===== src/rtl/msp430_pkg.sv =====
// msp430_pkg: shared constants for the MSP430x2xx double-operand controller.
//   - opcode constants for format I instructions (MOV..AND)
//   - source addressing-mode constants (As field)
//   - one-hot controller state encoding
//   - register index of the program counter
package msp430_pkg;

  localparam logic [3:0] OP_MOV  = 4'h4;
  localparam logic [3:0] OP_ADD  = 4'h5;
  localparam logic [3:0] OP_ADDC = 4'h6;
  localparam logic [3:0] OP_SUBC = 4'h7;
  localparam logic [3:0] OP_SUB  = 4'h8;
  localparam logic [3:0] OP_CMP  = 4'h9;
  localparam logic [3:0] OP_DADD = 4'hA;
  localparam logic [3:0] OP_BIT  = 4'hB;
  localparam logic [3:0] OP_BIC  = 4'hC;
  localparam logic [3:0] OP_BIS  = 4'hD;
  localparam logic [3:0] OP_XOR  = 4'hE;
  localparam logic [3:0] OP_AND  = 4'hF;

  localparam logic [1:0] AS_REG = 2'b00;
  localparam logic [1:0] AS_IMM = 2'b11;

  localparam logic [3:0] R_PC = 4'h0;

  typedef enum logic [4:0] {
    ST_FETCH  = 5'b00001,
    ST_DECODE = 5'b00010,
    ST_IMM    = 5'b00100,
    ST_EXEC   = 5'b01000,
    ST_WB     = 5'b10000
  } state_t;

endpackage


===== src/rtl/double_op_decode.sv =====
// double_op_decode: combinational classification of a format I instruction word.
// Ports:
//   i_instr        in  16  latched instruction register
//   o_is_illegal   out 1   encoding not supported by this controller
//   o_is_imm       out 1   source is @PC+ (immediate extension word follows)
//   o_writes_dst   out 1   result is written back (all but CMP and BIT)
//   o_writes_flags out 1   SR flags updated (all but MOV, BIC and BIS)
module double_op_decode
  import msp430_pkg::*;
(
  input  logic [15:0] i_instr,
  output logic        o_is_illegal,
  output logic        o_is_imm,
  output logic        o_writes_dst,
  output logic        o_writes_flags
);

  logic [3:0] w_opcode;
  logic [3:0] w_src;
  logic       w_ad;
  logic [1:0] w_as;
  logic       w_unused;

  assign w_opcode = i_instr[15:12];
  assign w_src    = i_instr[11:8];
  assign w_ad     = i_instr[7];
  assign w_as     = i_instr[5:4];
  // Byte flag and destination field do not affect classification.
  assign w_unused = ^{i_instr[6], i_instr[3:0]};

  // Encoding legality and immediate detection.
  always_comb begin
    o_is_illegal = 1'b0;
    o_is_imm     = 1'b0;
    if (w_opcode < OP_MOV) begin
      o_is_illegal = 1'b1;
    end else if (w_ad) begin
      o_is_illegal = 1'b1;
    end else begin
      case (w_as)
        AS_REG: begin
          o_is_illegal = 1'b0;
        end
        AS_IMM: begin
          // Only @R0+ (immediate) is supported among the autoincrement modes.
          if (w_src == R_PC) begin
            o_is_imm = 1'b1;
          end else begin
            o_is_illegal = 1'b1;
          end
        end
        default: begin
          o_is_illegal = 1'b1;
        end
      endcase
    end
  end

  // Write-back and flag-update classes per opcode.
  always_comb begin
    o_writes_dst   = 1'b1;
    o_writes_flags = 1'b1;
    case (w_opcode)
      OP_CMP, OP_BIT:         o_writes_dst   = 1'b0;
      OP_MOV, OP_BIC, OP_BIS: o_writes_flags = 1'b0;
      default: begin
        o_writes_dst   = 1'b1;
        o_writes_flags = 1'b1;
      end
    endcase
  end

endmodule


===== src/rtl/double_op_ctrl.sv =====
// double_op_ctrl: one-hot sequencer for MSP430 double-operand instructions.
// Ports:
//   Clk, Rst      clock and synchronous active-high reset
//   Load_en       run enable, sampled only in FETCH
//   Mem_data      program-memory word at the current PC
//   Instr         instruction register
//   Fsm           one-hot state (FETCH, DECODE, IMM, EXEC, WB)
//   PC_inc        PC increment strobe (FETCH with Load_en, IMM)
//   Imm_ld        latch Mem_data as immediate source (IMM)
//   Src_sel_imm   ALU A from immediate latch (EXEC/WB of immediate ops)
//   Src_reg       Instr[11:8]; Dst_reg Instr[3:0]; Alu_op Instr[15:12]; Byte_op Instr[6]
//   Flags_ld      SR update strobe (EXEC)
//   Wr_en         register write strobe (WB)
//   Illegal       one-cycle pulse in DECODE on unsupported encoding
//   Retired       wrapping count of completed instructions
module double_op_ctrl
  import msp430_pkg::*;
#(
  parameter int STATE_W = 5,
  parameter int CNT_W   = 16
) (
  input  logic               Clk,
  input  logic               Rst,
  input  logic               Load_en,
  input  logic [15:0]        Mem_data,
  output logic [15:0]        Instr,
  output logic [STATE_W-1:0] Fsm,
  output logic               PC_inc,
  output logic               Imm_ld,
  output logic               Src_sel_imm,
  output logic [3:0]         Src_reg,
  output logic [3:0]         Dst_reg,
  output logic [3:0]         Alu_op,
  output logic               Byte_op,
  output logic               Flags_ld,
  output logic               Wr_en,
  output logic               Illegal,
  output logic [CNT_W-1:0]   Retired
);

  state_t             r_state;
  state_t             w_next;
  logic [15:0]        r_instr;
  logic [CNT_W-1:0]   r_retired;
  logic               w_is_illegal;
  logic               w_is_imm;
  logic               w_writes_dst;
  logic               w_writes_flags;
  logic               w_retire;

  double_op_decode u_decode (
    .i_instr        (r_instr),
    .o_is_illegal   (w_is_illegal),
    .o_is_imm       (w_is_imm),
    .o_writes_dst   (w_writes_dst),
    .o_writes_flags (w_writes_flags)
  );

  // Next-state selection.
  always_comb begin
    w_next = r_state;
    case (r_state)
      ST_FETCH: begin
        if (Load_en) w_next = ST_DECODE;
        else         w_next = ST_FETCH;
      end
      ST_DECODE: begin
        if (w_is_illegal)  w_next = ST_FETCH;
        else if (w_is_imm) w_next = ST_IMM;
        else               w_next = ST_EXEC;
      end
      ST_IMM:  w_next = ST_EXEC;
      ST_EXEC: begin
        if (w_writes_dst) w_next = ST_WB;
        else              w_next = ST_FETCH;
      end
      ST_WB:   w_next = ST_FETCH;
      default: w_next = ST_FETCH;
    endcase
  end

  // An instruction completes leaving EXEC (no write-back) or leaving WB.
  assign w_retire = ((r_state == ST_EXEC) && !w_writes_dst) || (r_state == ST_WB);

  // State, instruction register and retirement counter.
  always_ff @(posedge Clk) begin
    if (Rst) begin
      r_state   <= ST_FETCH;
      r_instr   <= 16'h0000;
      r_retired <= '0;
    end else begin
      r_state <= w_next;
      if ((r_state == ST_FETCH) && Load_en) begin
        r_instr <= Mem_data;
      end
      if (w_retire) begin
        r_retired <= r_retired + CNT_W'(1);
      end
    end
  end

  // Strobes decode directly from the state register; PC_inc in FETCH also
  // needs Load_en so a stalled fetch never advances the PC.
  assign PC_inc      = ((r_state == ST_FETCH) && Load_en) || (r_state == ST_IMM);
  assign Imm_ld      = (r_state == ST_IMM);
  assign Src_sel_imm = w_is_imm && ((r_state == ST_EXEC) || (r_state == ST_WB));
  assign Flags_ld    = (r_state == ST_EXEC) && w_writes_flags;
  assign Wr_en       = (r_state == ST_WB);
  assign Illegal     = (r_state == ST_DECODE) && w_is_illegal;

  assign Instr   = r_instr;
  assign Fsm     = STATE_W'(r_state);
  assign Src_reg = r_instr[11:8];
  assign Dst_reg = r_instr[3:0];
  assign Alu_op  = r_instr[15:12];
  assign Byte_op = r_instr[6];
  assign Retired = r_retired;

endmodule


===== config.mk =====
export PLATFORM = sky130hd
export DESIGN_NAME = double_op_ctrl
export DESIGN_NICKNAME = d
export VERILOG_FILES = /design/src/rtl/msp430_pkg.sv /design/src/rtl/double_op_decode.sv /design/src/rtl/double_op_ctrl.sv
export SDC_FILE = /design/constraint.sdc
export NUM_CORES = 1
export LEC_CHECK = 0
export BUFFER_PORTS_ARGS = -buffer_cell sky130_fd_sc_hd__buf_2
export CELL_PAD_IN_SITES_DETAIL_PLACEMENT = 0
export CELL_PAD_IN_SITES_GLOBAL_PLACEMENT = 1
export CORE_AREA = 5 5 75 77
export CTS_BUF_LIST = sky130_fd_sc_hd__clkbuf_8
export DETAILED_ROUTE_END_ITERATION = 10
export DIE_AREA = 0 0 80 82
export GPL_TIMING_DRIVEN = 0
export PLACE_DENSITY = 0.82
export SYNTH_ARGS = -nofsm -noshare
export SYNTH_HDL_FRONTEND = slang
export SYNTH_SLANG_ARGS = --single-unit

===== constraint.sdc =====
create_clock -name Clk -period 3 [get_ports Clk]
set_input_delay 0.3 -clock Clk [delete_from_list [all_inputs] [get_ports Clk]]
set_output_delay 0.3 -clock Clk [all_outputs]
set_load 0.1 [all_outputs]

==> summary.md <==
| Metric | Value |
|---|---|
| Die Y | 82 µm |
| Post-synth net total | 234 |
| DRC viols | 0 |
| CTS buffer count | 5 |
| Status | finished, final reports clean |
| Routed WL | 4450 µm |
| Setup Skew | 0.00441 ns |
| Post-CTS setup buffer count | 0 |
| Vias/cell | 4.64 |
| Area contributors post-synth | dfxtp_1 (42%), nand2_1 (9.3%), a21oi_1 (7.2%), buf_4 (6.9%), xor2_1 (4.0%) |
| Slowest CP cell | buf_2 |
| Detail Placement HPWL | 3310 µm |
| Hold buffers post-CTS | 0 |
| Worst EP required | 2.70 ns |
| Sequential-to-total area share from yosys stat | 42.5% |
| Critical path's top delay family | buffers and inverters |
| Clock sink count | 37 |
| Gate Count Post-Synth | 214 |
| Fmax | 0.373 GHz |
| X dimension of the die | 80 µm |
| Crit Path Class | reg2out |
| Ant. Diodes | 0 |
| Endpoints failing setup | 0 |
| WP buf/inv | 3 |
| Post-route cell area | 2330 µm² |
| Share of cells above drive strength 1 | 36.9% |
| CTS tree | yes |
| Synth Warn # | 0 |
| Io pins | 75 |
| Routed vias | 1,692 |
| Fin crit period | 2.68 ns |
| Initial antenna violation count | 0 |
| #FFs+latches synth | 37 |
| RSZ-0062 raised after global routing | false |
| DP Area | 2210 µm² |
| Slew Viols, Final | 0 |
| # nets final | 314 |
| Max-Cap Viols | 0 |
| Cell mode on critical path | clkbuf_1 |
| Cell Pwr Density | 562 nW/µm² |
| Clk slew on worst S/H paths | 0.08 ns |
| PortBufs | 73 |
| Post-synth top area share | 42.5% |
| Initial Util | 35.2% |
| Longest Clk Path Bufs | 2 |
| Total power | 0.00131 W |
| Starting DRT DRC Count | 81 |
| Headroom to the max-slew limit | 46.5% |
| Final hold viol count | 0 |
| Cell Rows | 26 |
| Cell Area, Synth | 1740 µm² |
| Gp weighted congestion | 0.774 |
| Number of global-route vias before repair | 1,546 |
| Final ANT Viol Nets | 0 |
| First drt pass iteration count | 4 |
| CP Launch Type | flip-flop |
| First-pass GRT wire length | 7190 µm |
| Worst Path Arrival | 2.38 ns |
| Worst Tran Pin Value | 0.797 ns |
| Die ar. | 6560 µm² |
| VDD IR max | 0.000272 V |
| Commonest non-fill, non-tap cell in the layout | buf_2 |
| Worst min path class | in2reg |
| CTS H-tree lvls | 2 |
| CP peak stage delay | 0.42 ns |
| Commonest non-fill, non-tap cells in the layout | buf_2 (74), nand2_1 (43), dfxtp_1 (37) |
| Reg-to-reg slack, setup | 1.00 ns |
| Core box area | 4940 µm² |
| Post-CTS sizing | 0 |
| Leading area contributor after synthesis | dfxtp_1 |
| Gr ovfl total | 0 |
| Syn Area/Cell | 8.14 µm² |
| Crit-path cells | or2_2 > or3_1 > clkbuf_1 > clkbuf_1 > nand2_1 > buf_2 |
| Clk Tree Root Cell | clkbuf_8 |
| P_leak | 1.08 nW |
| Worst skew pair latency | 0.29 ns |
| Fin crit share | 89.4% |
| Sum Neg Setup Slack | 0 ns |
| Unique masters post-synth | 38 |
| Crit end category | primary output |
| Avg WL per Cell | 12.2 µm |
| GRT Overall Usage | 13.8% |
| Pin count of the biggest net entering global routing | 13 |
| CP max FO | 10 |
| Synth-to-Final Area Change | 33.7% |
## cells by family after synthesis
logic type | after synthesis | synth area share (%)
AO/OA/AOI/OAI | 42 | 15.3
buffers and inverters | 28 | 9.62
adder cells (fa/ha/maj) | 1 | 0.718
AND/OR/NAND/NOR | 93 | 25.3
flip-flops | 37 | 42.5
XOR/XNOR | 13 | 6.53
## per-stage QoR
stage          instances  setup WS [ns]  hold slack (ns)  util (%)
2_1_floorplan        214         0.0618            0.435         -
3_3_place_gp         357          0.622            0.455      44.7
3_5_place_dp         357          0.628            0.461      44.7
4_1_cts              365          0.290            0.230      47.1
5_1_grt              365          0.106            0.241      47.1
6_report             365          0.318            0.236      47.1
## synthesized netlist by cell type
cell type,number
nand4_1,1
nor2_1,17
xnor2_1,5
or3_1,2
nor4_2,1
o2111ai_1,4
and2_2,1
dfxtp_1,37
a2111oi_2,1
a211oi_1,1
or4b_2,1
inv_2,1
buf_4,16
o211ai_4,1
a31oi_1,1
and4_1,1
and3b_1,1
o22ai_1,1
nand3b_1,4
or2_2,1
clkbuf_1,5
nand2_1,43
or4_1,2
o211ai_1,1
ha_1,1
a21oi_1,25
nor4_1,2
xor2_1,8
inv_1,4
o21bai_1,1
o21ai_0,4
o31ai_1,2
nor3_1,6
buf_2,1
nand2b_1,1
nand3_1,5
and3_1,4
clkbuf_2,1
## state kept, by name, indices dropped and copies added (netlist names)
name and count:
Fsm 5, Instr 16, Retired 16
## worst reg2reg max path: stages (launching register included)
cell and delay (ns):
dfxtp_1 0.38, nor4_1 0.29, nand2_1 0.27, inv_2 0.23, o211ai_4 0.14, or4_1 0.48, a21oi_1 0.15
## routing by layer
| layer | part of all wire, % | up-vias | global-route usage [%] |
|---|---|---|---|
| li1 | - | 877 | - |
| met1 | 46 | 750 | 18.2 |
| met2 | 43 | 59 | 21.0 |
| met3 | 9.5 | 6 | 4.82 |
| met4 | 1.1 | 0 | 4.22 |
| met5 | 0 | - | 0 |
## path summary, 6_finish.rpt
| kind | from | end | cells after the start |
|---|---|---|---|
| min | Mem_data[8] | Instr[8] | 3 |
| min reg2reg | Instr[2] | Instr[2] | 2 |
| max reg2reg | Fsm[1] | Retired[14] | 6 |
| max | Fsm[1] | PC_inc | 6 |
## where the power goes
| group | internal, W | switching [W] |
|---|---|---|
| clock network | 0.000270 | 0.000188 |
| logic | 0.0000606 | 0.000266 |
| registers | 0.000507 | 0.0000172 |
## final cells by class
cell class	count	area (µm²)
Buffer	23	149
Clock buffer	6	82.6
Clock inverter	2	37.5
Fill cell	530	2620
Inverter	5	18.8
Multi-Input combinational cell	149	848
Sequential cell	37	741
Tap cell	70	87.6
Timing Repair Buffer	73	365
(Power assumes the default switching activity.)
